`src/rtl/uart_sample_deserializer.sv`:
```
// Packs LSB-first UART bytes into SAMPLE_WIDTH-bit samples behind a one-deep valid/ready register.
// Optional inter-byte timeout for partial samples is built only when DESER_TIMEOUT_EN is defined.
module uart_sample_deserializer #(
  parameter int SAMPLE_WIDTH = 16,
  parameter int TIMEOUT      = 1024
) (
  input  logic                              i_clk,
  input  logic                              i_rst,
  input  logic                              i_en,
  input  logic [7:0]                        i_rx_data,
  input  logic                              i_rx_end,
  input  logic                              i_ready,
  output logic [SAMPLE_WIDTH-1:0]           o_sample,
  output logic                              o_des_valid,
  output logic [$clog2(SAMPLE_WIDTH/8):0]   o_byte_idx,
  output logic                              o_overrun,
  output logic                              o_timeout
);

  // state   | meaning
  // IDLE    | no bytes held toward the next sample
  // COLLECT | 1..BYTES-1 bytes held in the assembly register

  localparam int BYTES = SAMPLE_WIDTH / 8;
  localparam int IDX_W = $clog2(BYTES) + 1;

  if ((SAMPLE_WIDTH % 8) != 0 || SAMPLE_WIDTH < 8 || SAMPLE_WIDTH > 64 || TIMEOUT < 2)
  begin : g_param_check
    $error("uart_sample_deserializer: SAMPLE_WIDTH must be 8..64 in steps of 8, TIMEOUT >= 2");
  end

  typedef enum logic {
    IDLE    = 1'b0,
    COLLECT = 1'b1
  } state_t;

  state_t                  state_q, state_d;
  logic [IDX_W-1:0]        cnt_q, cnt_d;
  logic [SAMPLE_WIDTH-1:0] asm_q, asm_d;
  logic [SAMPLE_WIDTH-1:0] sample_q, sample_d;
  logic                    valid_q, valid_d;
  logic                    overrun_q, overrun_d;
  logic                    capture;
  logic                    complete;

`ifdef DESER_TIMEOUT_EN
  localparam int TMR_W = $clog2(TIMEOUT);
  logic [TMR_W-1:0] tmr_q, tmr_d;
  logic             timeout_q, timeout_d;
`endif

  assign capture = i_en & i_rx_end;

  always_comb begin
    state_d   = state_q;
    cnt_d     = cnt_q;
    asm_d     = asm_q;
    sample_d  = sample_q;
    valid_d   = valid_q & ~i_ready;
    overrun_d = overrun_q;
    complete  = 1'b0;
`ifdef DESER_TIMEOUT_EN
    tmr_d     = tmr_q;
    timeout_d = 1'b0;
`endif

    if (capture) begin
      for (int k = 0; k < BYTES; k++) begin
        if (cnt_q == IDX_W'(k)) asm_d[8*k +: 8] = i_rx_data;
      end
      if (cnt_q == IDX_W'(BYTES - 1)) begin
        complete = 1'b1;
        cnt_d    = '0;
        state_d  = IDLE;
      end else begin
        cnt_d    = cnt_q + 1'b1;
        state_d  = COLLECT;
      end
`ifdef DESER_TIMEOUT_EN
      tmr_d = '0;
    end else if (i_en && state_q == COLLECT) begin
      // a byte landing in the expiry cycle takes the capture branch above instead
      if (tmr_q == TMR_W'(TIMEOUT - 1)) begin
        tmr_d     = '0;
        cnt_d     = '0;
        state_d   = IDLE;
        timeout_d = 1'b1;
      end else begin
        tmr_d = tmr_q + 1'b1;
      end
`endif
    end

    // the completing byte is taken from asm_d so the sample loads in the same edge
    if (complete) begin
      if (!valid_q || i_ready) begin
        sample_d = asm_d;
        valid_d  = 1'b1;
      end else begin
        overrun_d = 1'b1;
      end
    end
  end

  always_ff @(posedge i_clk or posedge i_rst) begin
    if (i_rst) begin
      state_q   <= IDLE;
      cnt_q     <= '0;
      asm_q     <= '0;
      sample_q  <= '0;
      valid_q   <= 1'b0;
      overrun_q <= 1'b0;
    end else begin
      state_q   <= state_d;
      cnt_q     <= cnt_d;
      asm_q     <= asm_d;
      sample_q  <= sample_d;
      valid_q   <= valid_d;
      overrun_q <= overrun_d;
    end
  end

`ifdef DESER_TIMEOUT_EN
  always_ff @(posedge i_clk or posedge i_rst) begin
    if (i_rst) begin
      tmr_q     <= '0;
      timeout_q <= 1'b0;
    end else begin
      tmr_q     <= tmr_d;
      timeout_q <= timeout_d;
    end
  end

  assign o_timeout = timeout_q;
`else
  assign o_timeout = 1'b0;
`endif

  assign o_sample    = sample_q;
  assign o_des_valid = valid_q;
  assign o_byte_idx  = cnt_q;
  assign o_overrun   = overrun_q;

endmodule
```
`config.mk`:
```
export PLATFORM = sky130hd
export DESIGN_NAME = uart_sample_deserializer
export DESIGN_NICKNAME = d
export VERILOG_FILES = /design/src/rtl/uart_sample_deserializer.sv
export SDC_FILE = /design/constraint.sdc
export NUM_CORES = 1
export LEC_CHECK = 0
export BUFFER_PORTS_ARGS = -buffer_cell sky130_fd_sc_hd__buf_2
export CAP_MARGIN = 15
export CORE_ASPECT_RATIO = 1.25
export CORE_UTILIZATION = 37
export CTS_BUF_LIST = sky130_fd_sc_hd__clkbuf_16
export DETAILED_ROUTE_END_ITERATION = 8
export SLEW_MARGIN = 20
export SYNTH_ARGS = -nofsm -noshare
export SYNTH_HDL_FRONTEND = slang
export SYNTH_SLANG_ARGS = --single-unit
```
`constraint.sdc`:
```
create_clock -name i_clk -period 1.78 [get_ports i_clk]
set_input_delay 0.089 -clock i_clk [delete_from_list [all_inputs] [get_ports i_clk]]
set_output_delay 0.089 -clock i_clk [all_outputs]
set_load 0.1 [all_outputs]
```
After elaboration in Yosys (flattened, before gate mapping)
Index checks and enable logic that the tools add are counted.

Input bits: 13. ROM bits: 0. Logic and storage cells: 24. Memories kept: 0. Output and inout bits: 21. RAM bits: 0. Latch bits: 0. Flip-flop bits (word level): 36.

Mux-type cells: 8. Bitwise logic cells: 4. Shifts and indexed selects: 0. Reduce and logical (&&, ||, !) cells: 5. Equal/unequal tests: 1. Div/mod/pow operators: 0. Order comparisons: 0. Multiply operators: 0. Add/sub/neg operators: 1.

Operator list (number): two-way mux 16 bit (1); two-way mux 8 bit (2); two-way mux 1 bit (4); AND reduction 2 bit (2); adder 2 x 1 -> 2 bit (second input constant) (1); AND 1 bit (2); == test 2 x 1 -> 1 bit (second input constant) (1); zero test 2 bit (1); two-way mux 2 bit (1); inverter 1 bit (2); zero test 1 bit (1); logical OR 1 bit (1).

Depth between registers and ports, before layout
Depth in word-level cells: 4. Mapped depth: 5. Mapped depth without buffers: 3.

Worst setup path before layout
No wires, ideal clock.

Path type: reg-to-reg. Start point: register cnt_q[1] (netlist: o_byte_idx[1]). End point: register sample_q[8] (netlist: o_sample[8]). Setup time: 0.125 ns. Slack: -0.229 ns. Clock period less this slack: 2.009 ns. Stages on the path, launching flop included: 6. Data arrival time: 1.884 ns. Path buffers: 2. Required time: 1.655 ns. Cells stage by stage: dfrtp_1 -> nand4b_4 -> nand2b_4 -> buf_6 -> buf_8 -> mux2_4.

Word-level cells in the longest chain between the ends: 4. Elaborated cells between the ends (all ways): 6. Those cells by class: 1 x eq/ne; 4 x mux; 1 x reduce/logical.

Ends and longest elaborated chain: start, declared (RTL line 38) `logic [IDX_W-1:0] cnt_q, cnt_d;`; start signal, assigned (RTL line 115) `cnt_q <= cnt_d;`; == test 2 x 1 -> 1 bit * (RTL line 69, 71); two-way mux 1 bit (RTL line 71) `if (cnt_q == IDX_W'(BYTES - 1)) begin`; two-way mux 1 bit (RTL line 67) `if (capture) begin`; AND reduction 2 bit (no line); end signal, assigned (RTL line 117) `sample_q <= sample_d;`; end, declared (RTL line 40) `logic [SAMPLE_WIDTH-1:0] sample_q, sample_d;`.

Every way passes the cells marked *; elsewhere a longest branch is shown, timed or not. A chain may end at the register's enable or synchronous reset.

Worst setup path after layout
Ends and elaborated chain as after synthesis.

==> results by group <==
Timing
  • F_max: 731 MHz
  • Fin. Hold Viols: 0
  • Setup violations, final: 0
  • Final Skew: 0.00293 ns
  • Fin. max-slew vios: 0
  • Final WS setup: 0.412 ns
  • Final Cycle Share: 76.9%
  • Setup TNS: 0 ns
  • Minimum clock period: 1.37 ns
  • RSZ-0062 raised after global routing: false

Layout
  • Layout cell share with drive strength beyond 1: 39.1%
  • P&R area growth vs syn: 22.9%
  • N_diodes: 0
  • Nets: 142
  • Fillers: 304

Floorplan
  • Die H: 63.8 µm
  • Initial Utilization: 38.7%
  • Core area: 0.00292 mm²
  • IO Pins: 34
  • Site row count: 22
  • Die area: 0.00328 mm²
  • Die width: 51.4 µm

CTS
  • Num CTS Buffers: 3
  • CTS tree: built
  • Clk buf depth: 2
  • Sinks on the clock net: 28
  • Clk_lat worst skew: 0.25 ns
  • Clock transition at path regs: 0.06 ns
  • H-tree depth: 1
  • CTS root buf: clkbuf_16

GRT
  • GR Overflow Total: 0
  • Initial antenna violation count: 0
  • Global route hottest layer: met2
  • Met1 Use GR: 18.8%
  • Largest net degree at the start of global routing: 29
  • M2 GR Usage: 20.9%
  • GRT Util Overall: 13.5%
  • Vias in the first global route: 734
  • M3 GR Usage: 2.14%
  • First-pass GRT wire length: 3350 µm

Place
  • Pre-CTS setup slack: 0.402 ns
  • Routability Congestion: 0.696
  • Port Buffers: 32
  • Detailed-placement wirelength estimate: 1380 µm

Critical path
  • Crit path required time: 1.92 ns
  • Startpoint Class: register
  • WP data arrival: 1.51 ns
  • Worst-path maximum fanout: 16
  • Worst setup EP type: register
  • Worst setup path startpoint: o_byte_idx[1]$_DFFE_PP0P_
  • R2r worst-path depth: 3
  • FF-to-FF Start: o_byte_idx[1]$_DFFE_PP0P_
  • Crit Path Class: register to register

Drt
  • # DRC: 0
  • Via count: 739
  • Via/cell ratio: 4.51
  • Wire per inst: 11.4 µm
  • DRT Wirelength: 1860 µm
  • Drt first pass iters: 4
  • Drt initial violations: 2
  • Post-DRT Antenna Nets: 0

Synthesis
  • Post-synth ARST share: 100%
  • Syn Std Cell Area: 0.00113 mm²
  • Post-synthesis sequential area ratio: 62.0%
  • Post-synth EDFFs: 0
  • Syn_nets: 109
  • YS warnings: 0
  • Mean Syn Cell Area: 11.8 µm²
  • Post-Syn Instances: 96
  • Yosys cell types: 22
  • Ys flop type: dfrtp_1
  • #FFs+latches synth: 28

Worst hold path
  • HP Class: input pin to register
  • Hold path cells: 3
  • Hold Startpoint: i_rx_data[2]

Outcome
  • Run status: finished, final reports clean

Job
  • Max-Cap Viols: 0
Yosys cell counts (2+ instances only):
master | instances | area share, %
dfrtp_1 | 28 | 62
inv_1 | 2 | 0.66
nand2_1 | 26 | 8.6
mux2_4 | 2 | 2.7
o21ai_0 | 16 | 7.1
mux2_2 | 6 | 6.0
layout make-up:
| cell class | count | area (µm²) | share of cell area, % |
|---|---|---|---|
| Timing Repair Buffer | 34 | 178 | 12.8 |
| Clock inverter | 1 | 3.75 | 0.270 |
| Clock buffer | 3 | 75.1 | 5.41 |
| Tap cell | 36 | 45.0 | 3.24 |
| Inverter | 2 | 7.51 | 0.541 |
| Sequential cell | 28 | 704 | 50.7 |
| Multi-Input combinational cell | 60 | 375 | 27.0 |
per-layer routing:
metal / share of wire, % / vias to the layer above
met5: 0 / -
li1: - / 378
met2: 46 / 19
met4: 1.1 / 0
met1: 48 / 340
met3: 4.1 / 2
registers in the layout, summed over array words and instances, names as in the netlist:
register     flops
asm_q            8
o_sample        16
o_byte_idx       2
o_des_valid      1
o_overrun        1
logic make-up (layout without fill, tap and decap cells):
kind of cell	after synthesis	count (layout)	share of synthesized area, %
and+or+nand+nor	32	32	15.2
DFF	28	28	62.0
AOI/OAI and AO/OA	18	18	8.31
muxes	8	8	8.64
buffers and inverters	8	40	4.76
other	1	1	0.332
xor gates and xnor gates	1	1	0.775
path summary, 6_finish.rpt:
kind	slack [ns]	end
min reg2reg	0.46	asm_q[2]$_DFF_PP0_
max in group asynchronous	1.07	o_des_valid$_DFF_PP0_
min in group asynchronous	0.43	o_overrun$_DFFE_PP0P_
max	0.41	o_sample[8]$_DFFE_PP0P_
min	0.04	asm_q[2]$_DFF_PP0_
max reg2reg	0.41	o_sample[8]$_DFFE_PP0P_
worst max-delay path, cell delays in order, from the launching register on:
cell	delay [ns]
dfrtp_2	0.42
nand4b_4	0.24
nand2b_4	0.27
mux2_4	0.32
stage by stage:
stage | hold slack [ns] | instances | instance area (µm²) | utilization, %
final | 0.0420 | 164 | 1390 | 47.6
after global placement | 0.163 | 159 | 1300 | 44.6
after CTS | 0.0411 | 164 | 1390 | 47.6
after floorplan | 0.154 | 96 | 1130 | -
after detailed placement | 0.171 | 159 | 1300 | 44.6
after global routing | 0.0575 | 164 | 1390 | 47.6
cells in the final DEF, fill, tap and decap left out, drive strengths merged, types with 2 or more instances in the layout:
cell type   n
nand2      26
dfrtp      28
o21ai      16
nand2b      2
mux2        8
buf        33
inv         2
clkbuf      3
what timing repair did:
item / CTS / global route
buffers inserted: 0 / 0
endpoints found under the setup margin: 0 / 0
gates resized for setup: 0 / 0
hold buffers: 1 / 0
endpoints found under the hold margin: 28 / 0
Power is left out: the tool's default activity adds up to more than one toggle a clock period on the data nets, which glitch-free logic cannot reach.
